`config.mk`:
```
export PLATFORM = sky130hd
export DESIGN_NAME = decode_stage
export DESIGN_NICKNAME = d
export VERILOG_FILES = /design/src/rtl/decode_stage_pkg.sv /design/src/rtl/decode_stage_register_file.sv /design/src/rtl/decode_stage.sv
export SDC_FILE = /design/constraint.sdc
export NUM_CORES = 2
export LEC_CHECK = 0
export BUFFER_PORTS_ARGS = -buffer_cell sky130_fd_sc_hd__buf_2
export CAP_MARGIN = 40
export CORE_MARGIN = 5
export CORE_UTILIZATION = 35
export DETAILED_ROUTE_END_ITERATION = 10
export PLACE_DENSITY = 0.49
export SLEW_MARGIN = 20
export SYNTH_ARGS = -nofsm -noshare
export SYNTH_HDL_FRONTEND = slang
export SYNTH_HIERARCHICAL = 1
export SYNTH_SLANG_ARGS = --single-unit
```
`constraint.sdc`:
```
create_clock -name clk -period 2.33 [get_ports clk]
set_input_delay 0.466 -clock clk [delete_from_list [all_inputs] [get_ports clk]]
set_output_delay 0.466 -clock clk [all_outputs]
set_load 0.005 [all_outputs]
```
`src/rtl/decode_stage_pkg.sv`:
```
// Shared decode constants for the RV32I decode stage: opcodes, ALU/result codes,
// immediate formats and the immediate extraction helper.
package decode_stage_pkg;

    localparam int NUM_REGS  = 32;
    localparam int REG_IDX_W = 5;

    localparam logic [6:0] OP_R   = 7'b0110011;
    localparam logic [6:0] OP_I   = 7'b0010011;
    localparam logic [6:0] OP_LW  = 7'b0000011;
    localparam logic [6:0] OP_SW  = 7'b0100011;
    localparam logic [6:0] OP_BEQ = 7'b1100011;
    localparam logic [6:0] OP_JAL = 7'b1101111;

    localparam logic [2:0] F3_ADD_SUB = 3'b000;
    localparam logic [2:0] F3_SLT     = 3'b010;
    localparam logic [2:0] F3_OR      = 3'b110;
    localparam logic [2:0] F3_AND     = 3'b111;

    typedef enum logic [2:0] {
        ALU_ADD = 3'b000,
        ALU_SUB = 3'b001,
        ALU_AND = 3'b010,
        ALU_OR  = 3'b011,
        ALU_SLT = 3'b101
    } alu_ctrl_t;

    typedef enum logic [1:0] {
        RES_ALU = 2'b00,
        RES_MEM = 2'b01,
        RES_PC4 = 2'b10
    } result_src_t;

    typedef enum logic [1:0] {
        IMM_I = 2'b00,
        IMM_S = 2'b01,
        IMM_B = 2'b10,
        IMM_J = 2'b11
    } imm_src_t;

    typedef struct packed {
        logic        reg_write;
        logic        mem_write;
        logic        branch;
        logic        jump;
        logic        alu_src;
        result_src_t result_src;
        alu_ctrl_t   alu_control;
        logic        illegal;
    } ctrl_t;

    localparam ctrl_t CTRL_NOP = '0;

    // Reassembles the scattered immediate bits of each format; all formats sign from bit 31.
    function automatic logic [31:0] imm_extend(input logic [31:0] instr, input imm_src_t src);
        logic [31:0] imm;
        case (src)
            IMM_I:   imm = {{21{instr[31]}}, instr[30:20]};
            IMM_S:   imm = {{21{instr[31]}}, instr[30:25], instr[11:7]};
            IMM_B:   imm = {{20{instr[31]}}, instr[7], instr[30:25], instr[11:8], 1'b0};
            IMM_J:   imm = {{12{instr[31]}}, instr[19:12], instr[20], instr[30:21], 1'b0};
            default: imm = '0;
        endcase
        return imm;
    endfunction

endpackage

```
`src/rtl/decode_stage_register_file.sv`:
```
// 32x32 register file: combinational reads with write-through, x0 hard-wired to zero.
module register_file
    import decode_stage_pkg::*;
#(
    parameter int XLEN = 32
) (
    input  logic                 clk,
    input  logic                 rst,
    input  logic [REG_IDX_W-1:0] A1,
    input  logic [REG_IDX_W-1:0] A2,
    input  logic [REG_IDX_W-1:0] A3,
    input  logic                 WE3,
    input  logic [XLEN-1:0]      WD3,
    output logic [XLEN-1:0]      RD1,
    output logic [XLEN-1:0]      RD2
);

    logic [XLEN-1:0] regs [NUM_REGS];
    logic            wr_en;

    // Contents survive reset; only writes issued while reset is asserted are suppressed.
    assign wr_en = rst && WE3 && (A3 != '0);

    always_ff @(posedge clk) begin
        if (wr_en) begin
            regs[A3] <= WD3;
        end
    end

    always_comb begin
        RD1 = '0;
        if (A1 != '0) begin
            RD1 = (wr_en && (A3 == A1)) ? WD3 : regs[A1];
        end
    end

    always_comb begin
        RD2 = '0;
        if (A2 != '0) begin
            RD2 = (wr_en && (A3 == A2)) ? WD3 : regs[A2];
        end
    end

endmodule

```
`src/rtl/decode_stage.sv`:
```
// RV32I-subset decode stage: main/ALU decoders, register file read and the ID/EX register.
module decode_stage
    import decode_stage_pkg::*;
#(
    parameter int XLEN = 32
) (
    input  logic                 clk,
    input  logic                 rst,
    input  logic [31:0]          Instr_D,
    input  logic [XLEN-1:0]      PC_D,
    input  logic [XLEN-1:0]      PCPlus4_D,
    input  logic                 FlushE,
    input  logic                 RegWrite_W,
    input  logic [REG_IDX_W-1:0] RD_W,
    input  logic [XLEN-1:0]      Result_W,
    output logic [XLEN-1:0]      RD1_E,
    output logic [XLEN-1:0]      RD2_E,
    output logic [XLEN-1:0]      Imm_Ext_E,
    output logic [XLEN-1:0]      PC_E,
    output logic [XLEN-1:0]      PCPlus4_E,
    output logic [REG_IDX_W-1:0] RS1_E,
    output logic [REG_IDX_W-1:0] RS2_E,
    output logic [REG_IDX_W-1:0] RD_E,
    output logic                 RegWrite_E,
    output logic                 MemWrite_E,
    output logic                 Branch_E,
    output logic                 Jump_E,
    output logic                 ALUSrc_E,
    output logic [1:0]           ResultSrc_E,
    output logic [2:0]           ALUControl_E,
    output logic                 IllegalInstr_E
);

    logic [6:0]           opcode;
    logic [2:0]           funct3;
    logic [REG_IDX_W-1:0] rs1;
    logic [REG_IDX_W-1:0] rs2;
    logic [REG_IDX_W-1:0] rd;
    logic [REG_IDX_W-1:0] rd_dec;

    ctrl_t                ctrl;
    imm_src_t             imm_src;
    logic                 has_imm;
    logic [XLEN-1:0]      imm_ext;
    logic [XLEN-1:0]      rd1;
    logic [XLEN-1:0]      rd2;

    ctrl_t                ctrl_e;
    logic [XLEN-1:0]      rd1_e;
    logic [XLEN-1:0]      rd2_e;
    logic [XLEN-1:0]      imm_e;
    logic [XLEN-1:0]      pc_e;
    logic [XLEN-1:0]      pc4_e;
    logic [REG_IDX_W-1:0] rs1_e;
    logic [REG_IDX_W-1:0] rs2_e;
    logic [REG_IDX_W-1:0] rd_e;

    assign opcode = Instr_D[6:0];
    assign rd     = Instr_D[11:7];
    assign funct3 = Instr_D[14:12];
    assign rs1    = Instr_D[19:15];
    assign rs2    = Instr_D[24:20];

    register_file #(.XLEN(XLEN)) u_register_file (
        .clk (clk),
        .rst (rst),
        .A1  (rs1),
        .A2  (rs2),
        .A3  (RD_W),
        .WE3 (RegWrite_W),
        .WD3 (Result_W),
        .RD1 (rd1),
        .RD2 (rd2)
    );

    // Main and ALU decoder; anything unrecognised becomes a zero-control bubble flagged illegal.
    always_comb begin
        ctrl    = CTRL_NOP;
        imm_src = IMM_I;
        has_imm = 1'b0;
        case (opcode)
            OP_R: begin
                ctrl.reg_write = 1'b1;
                case (funct3)
                    F3_ADD_SUB: ctrl.alu_control = Instr_D[30] ? ALU_SUB : ALU_ADD;
                    F3_AND:     ctrl.alu_control = ALU_AND;
                    F3_OR:      ctrl.alu_control = ALU_OR;
                    F3_SLT:     ctrl.alu_control = ALU_SLT;
                    default: begin
                        ctrl         = CTRL_NOP;
                        ctrl.illegal = 1'b1;
                    end
                endcase
            end
            OP_I: begin
                ctrl.reg_write = 1'b1;
                ctrl.alu_src   = 1'b1;
                has_imm        = 1'b1;
            end
            OP_LW: begin
                ctrl.reg_write  = 1'b1;
                ctrl.alu_src    = 1'b1;
                ctrl.result_src = RES_MEM;
                has_imm         = 1'b1;
            end
            OP_SW: begin
                ctrl.mem_write = 1'b1;
                ctrl.alu_src   = 1'b1;
                imm_src        = IMM_S;
                has_imm        = 1'b1;
            end
            OP_BEQ: begin
                ctrl.branch      = 1'b1;
                ctrl.alu_control = ALU_SUB;
                imm_src          = IMM_B;
                has_imm          = 1'b1;
            end
            OP_JAL: begin
                ctrl.reg_write  = 1'b1;
                ctrl.jump       = 1'b1;
                ctrl.result_src = RES_PC4;
                imm_src         = IMM_J;
                has_imm         = 1'b1;
            end
            default: ctrl.illegal = 1'b1;
        endcase
    end

    assign imm_ext = has_imm ? imm_extend(Instr_D, imm_src) : '0;
    assign rd_dec  = ctrl.illegal ? '0 : rd;

    // ID/EX boundary: flush and reset both produce an all-zero bubble.
    always_ff @(posedge clk or negedge rst) begin
        if (!rst) begin
            ctrl_e <= CTRL_NOP;
            rd1_e  <= '0;
            rd2_e  <= '0;
            imm_e  <= '0;
            pc_e   <= '0;
            pc4_e  <= '0;
            rs1_e  <= '0;
            rs2_e  <= '0;
            rd_e   <= '0;
        end else if (FlushE) begin
            ctrl_e <= CTRL_NOP;
            rd1_e  <= '0;
            rd2_e  <= '0;
            imm_e  <= '0;
            pc_e   <= '0;
            pc4_e  <= '0;
            rs1_e  <= '0;
            rs2_e  <= '0;
            rd_e   <= '0;
        end else begin
            ctrl_e <= ctrl;
            rd1_e  <= rd1;
            rd2_e  <= rd2;
            imm_e  <= imm_ext;
            pc_e   <= PC_D;
            pc4_e  <= PCPlus4_D;
            rs1_e  <= rs1;
            rs2_e  <= rs2;
            rd_e   <= rd_dec;
        end
    end

    assign RD1_E          = rd1_e;
    assign RD2_E          = rd2_e;
    assign Imm_Ext_E      = imm_e;
    assign PC_E           = pc_e;
    assign PCPlus4_E      = pc4_e;
    assign RS1_E          = rs1_e;
    assign RS2_E          = rs2_e;
    assign RD_E           = rd_e;
    assign RegWrite_E     = ctrl_e.reg_write;
    assign MemWrite_E     = ctrl_e.mem_write;
    assign Branch_E       = ctrl_e.branch;
    assign Jump_E         = ctrl_e.jump;
    assign ALUSrc_E       = ctrl_e.alu_src;
    assign ResultSrc_E    = ctrl_e.result_src;
    assign ALUControl_E   = ctrl_e.alu_control;
    assign IllegalInstr_E = ctrl_e.illegal;

endmodule

```
==> Word level (Yosys, flattened, before mapping) <==
Memory sizes are Yosys's and may differ from the RTL's.
Cells that the tools add are included.
{ "classes": {"n_eq_ne": 14, "n_mux": 32, "n_reduce_logical": 13} }
{ "ops": {"columns": ["operator", "n"], "rows": [
  ["$mux 32", 10],
  ["$pmux 32 s4", 1],
  ["$mux 5", 4],
  ["$reduce_bool 5->1", 3],
  ["$eq 7x6->1 const B", 2],
  ["$eq 7x7->1 const B", 2],
  ["$pmux 1 s2", 6],
  ["$pmux 2 s3", 2],
  ["$pmux 3 s4", 1],
  ["$mux 11", 1],
  ["$eq 5x5->1", 2],
  ["$eq 7x2->1 const B", 1],
  ["$eq 7x5->1 const B", 1],
  ["$mux 7", 1],
  ["$eq 3x3->1 const B", 2],
  ["$pmux 3 s2", 1],
  ["$reduce_or 3->1", 2],
  ["$mux 1", 5],
  ["$reduce_or 5->1", 1],
  ["$eq 2x2->1 const B", 2],
  ["$logic_and 1x1->1", 4],
  ["$reduce_or 4->1", 1],
  ["$eq 3x2->1 const B", 1],
  ["$logic_not 3->1", 1],
  ["other kinds (2)", 2]
]} }
{ "totals": {"reg_bits": 186, "mem_bits_rw": 1024, "in_bits": 137, "out_inout_bits": 186, "word_cells": 76, "n_memories": 1} }
{ "mem_list": {"columns": ["memory", "words", "word_bits", "rd", "rd_ports_with_merged_regs", "write_ports", "line_no", "source"], "rows": [
  ["u_register_file.regs", 32, 32, 2, 0, 1, "decode_stage_register_file.sv:18", "logic [XLEN-1:0] regs [NUM_REGS];"]
]} }

==> Longest topological paths before layout <==
{ "logic_depth": {"depth_word": 6, "mapped_depth": 12, "mapped_depth_nobuf": 7} }

==> Hierarchy <==
The synthesis kept the hierarchy.
{ "by_module_without_submodules": {"columns": ["module", "n_inst", "cells_per_inst", "area_per_inst_um2", "seq_area_each_um2"], "rows": [
  ["register_file", 1, 2654, 48047.3, 30749.5],
  ["decode_stage", 1, 436, 5965.7, 4354.2]
]} }

==> Least setup slack after synthesis <==
Ideal clock, no wire load.
{ "synth_path": {"kind": "input port to flip-flop", "startpoint": "in RD_W[4]", "endpoint": "mem u_register_file.regs[17][0] (enable)", "setup_ns": 0.421, "t_arrival_ns": 2.518, "t_required_ns": 1.909, "setup_slack_ns": -0.609, "path_stages": 3, "n_path_buf": 1, "cell_sequence": "buf_2 -> or3b_2 -> nor2_1"} }
{ "synth_between": {"elab_chain_cells": 4} }
{ "synth_rtl": {"columns": ["item", "line_no", "source"], "rows": [
  ["from (decl)", "decode_stage.sv:14", "input logic [REG_IDX_W-1:0] RD_W,"],
  ["$reduce_bool 5->1", "decode_stage_register_file.sv:22", "assign wr_en = rst && WE3 && (A3 != '0);"],
  ["$logic_and 1x1->1", "decode_stage_register_file.sv:22", null],
  ["$mux 1", "decode_stage_register_file.sv:25", "if (wr_en) begin"],
  ["$mux 1 (not written as such)", "decode_stage_register_file.sv:26", "regs[A3] <= WD3;"],
  ["to (decl)", "decode_stage_register_file.sv:18", null]
]} }
Parallel ways exist; a longest one is shown, timed or not.

==> out/results.txt <==
Pleak: 24.7 nW
io pins: 323
GPL Wtd Cong: 0.835
CP max-delay cell: mux4_2
CP Buf/Inv Count: 0
P&R area growth vs syn: 26.6%
FMAX: 479 MHz
Clock Sinks: 1,198
vias in the first global route: 35,900
CTS root buffer: clkbuf_16
Final Max Slew Viols: 0
DRC Markers: 0
status: finished clean
Total Power: 0.0503 W
Hold Fails Final Rpt: 0
R2R Setup Slk: 0.24 ns
Total Wirelength: 208,000 um
RSZ-0062 raised after global routing: false
Cells after Synth: 3,090
Ys Warns: 6
H-tree levels: 4
crit path time final: 2.09 ns
clk_lat worst skew: 0.79 ns
Port Buffer Count: 322
die width: 403 um
Site Rows: 144
number of synthesized flops with an enable pin: 1,024
R2R Path End: RD1_E[30]
Reg2Reg Launch Point: u_register_file/regs[15][30]
CP Class: reg -> reg
sequential element share of the synthesized area: 0.650
share of layout cells above drive strength 1: 0.363
Post-synth top flop: edfxtp_1
CP Data Arrival Time: 2.74 ns
cells along the critical path: mux4_2 > a211oi_1 > o21ai_0 > a32o_1 > nor2b_1
Critical Path RT: 2.98 ns
Least-Margin Pin Slew: 0.783 ns
DR WL/cell: 34.4 um
crit path max fanout: 2
core area: 0.154 mm2
crit-path max cell delay: 0.49 ns
Hold Path Class: in -> reg
post-route ant nets: 0
Worst Setup End Kind: flop
number of max-cap violations: 0
drt first pass iters: 6
Starting Density: 0.351
die area: 0.162 mm2
Post-Syn Area per Cell: 17.5 um2
Inserted Clock Buffers: 139
placed wire-length estimate: 139,000 um
clk_skew: 0.0268 ns
Worst slew margin: 0.478
initial antenna violation count: 6
Total GRT Usage: 0.252
CP Capture Point: RD1_E[30]
P per Cell Area: 736 mW/mm2
CTS Buffer Depth: 3
clk slew on worst S/H paths: 0.06 ns
DR vias/cell: 5.84
Worst VDD drop: 0.767 mV
Async S/R FF share, synth: 0.145
Finish-stage setup viols: 0
CP startpoint: u_register_file/regs[15][30]
largest net degree at the start of global routing: 123
R2R cell count: 5
post-CTS setup buffer count: 0
library cells used by synthesis: 76
die height: 403 um
total grt overflow: 0
CP top delay family: compound AO/OA/AOI/OAI gates
first-pass GRT wire length: 288,000 um
Nets: 4,032
Yosys reg bits: 1,198
critical path depth in cells: 5
initial drt markers: 3,370
post-synthesis cell area: 0.0540 mm2
crit start category: flop
period utilization: 0.897
vias: 35,400
setup TNS: 0 ns
CTS tree: yes
[worst min path at each step]
stage / from / endpoint / slack (ns) / cells past startpoint
after floorplan: rst / ALUControl_E[0] / 0.17 / 0
after global placement: rst / RD1_E[9] / 0.43 / 2
after detailed placement: rst / RD1_E[9] / 0.42 / 2
after CTS: Result_W[1] / u_register_file/regs[10][1] / 0.02 / 1
after global routing: Result_W[22] / u_register_file/regs[12][22] / 0.05 / 1
final: Instr_D[15] / Imm_Ext_E[15] / 0.06 / 3
[cells in the final DEF (no fill, tap or decap), types with 9 or more instances in the layout]
cell type	Yosys	layout
a211oi_1	38	38
a21oi_1	76	76
a221o_1	10	10
a221oi_1	37	37
a22oi_1	82	82
a32o_1	32	32
and2_1	11	9
buf_12	0	169
buf_2	75	313
buf_4	32	309
clkbuf_1	103	37
clkbuf_16	0	142
clkbuf_8	1	17
clkinv_1	0	18
clkinv_2	0	13
conb_1	1	32
dfrtp_1	174	174
dlygate4sd3_1	0	86
edfxtp_1	1024	1024
mux2i_1	325	325
mux4_2	369	369
nand2_1	98	97
nand2b_1	10	10
nand3_1	11	10
nor2_1	72	39
nor2_4	1	33
nor2b_1	147	142
nor3_1	31	29
o211ai_1	15	15
o21ai_0	69	69
o221ai_1	32	32
o22ai_1	59	59
[cell type report]
| type | count | area, um2 |
|---|---|---|
| fill | 13400 | 85300 |
| clock inverter | 60 | 578 |
| inverter | 8 | 30.0 |
| sequential | 1198 | 35100 |
| antenna | 2 | 5.00 |
| multi-input combinational | 1663 | 17900 |
| tap | 2044 | 2560 |
| timing repair buffer | 885 | 8250 |
| clock buffer | 196 | 3930 |
[per-layer routing]
metal	vias to the layer above	part of all wire	GRT usage
met3	295	0.076	0.0489
met5	-	0.000058	0
met1	19000	0.42	0.344
li1	14300	-	-
met2	1710	0.48	0.410
met4	2	0.031	0.0780
[kinds of logic after synthesis]
family / count (synthesis) / share of synthesized area
simple gates: 423 / 0.0420
flops: 1198 / 0.650
mux: 697 / 0.215
xor+xnor: 10 / 0.00162
other cells: 1 / 0.0000694
compound gates: 501 / 0.0660
buf+inv: 260 / 0.0257
[stage by stage]
| step | instance area [um2] | instances | hold slack, ns | utilization | setup slack [ns] |
|---|---|---|---|---|---|
| 6_report | 68400 | 6056 | 0.0641 | 0.445 | 0.241 |
| 5_1_grt | 68400 | 6055 | 0.0453 | 0.445 | 0.197 |
| 4_1_cts | 68400 | 6054 | 0.0163 | 0.445 | 0.266 |
| 3_5_place_dp | 63000 | 5712 | 0.420 | 0.410 | -0.403 |
| 3_3_place_gp | 63000 | 5711 | 0.426 | 0.410 | -0.422 |
| 2_1_floorplan | 54300 | 3121 | 0.170 | - | -0.425 |
[what timing repair did]
action / 4_1_cts / 5_1_grt
hold endpoints to repair: 113 / 0
hold buffers: 86 / 0
gates resized for setup: 0 / 0
[worst reg2reg max path: stages (launching register included)]
cell	delay [ns]
edfxtp_1	0.38
mux4_2	0.49
a211oi_1	0.37
o21ai_0	0.26
a32o_1	0.32
nor2b_1	0.13
[sequential cells by signal, indices dropped and copies added, names as in the netlist]
name / count
ALUControl_E: 3
ALUSrc_E: 1
Branch_E: 1
IllegalInstr_E: 1
Imm_Ext_E: 21
Jump_E: 1
MemWrite_E: 1
PCPlus4_E: 32
PC_E: 32
RD1_E: 32
RD2_E: 32
RD_E: 5
RS1_E: 5
RS2_E: 5
RegWrite_E: 1
ResultSrc_E: 1
u_register_file/regs: 1024
[where the power goes]
part	internal (W)	leakage (nW)	switching [W]
registers	0.0236	11.5	0.000187
clock network	0.0125	2.19	0.00909
logic	0.00221	11.0	0.00268
total	0.0384	24.7	0.0120
[synth_stat cells, types with 15 or more instances]
master       n  area [um2]
nor2_1      72         270
o211ai_1    15         113
buf_6       25         282
a22oi_1     82         616
o21ai_0     69         345
a221oi_1    37         324
mux2i_1    325        3250
nand2_1     98         368
clkbuf_1   103         387
a32o_1      32         320
a211oi_1    38         285
a21oi_1     76         380
o22ai_1     59         369
mux4_2     369        8310
buf_2       75         375
buf_4       32         240
buf_1       16        60.1
edfxtp_1  1024       30700
o221ai_1    32         280
dfrtp_1    174        4350
nor3_1      31         155
nor2b_1    147         920
(Power assumes the default switching activity.)
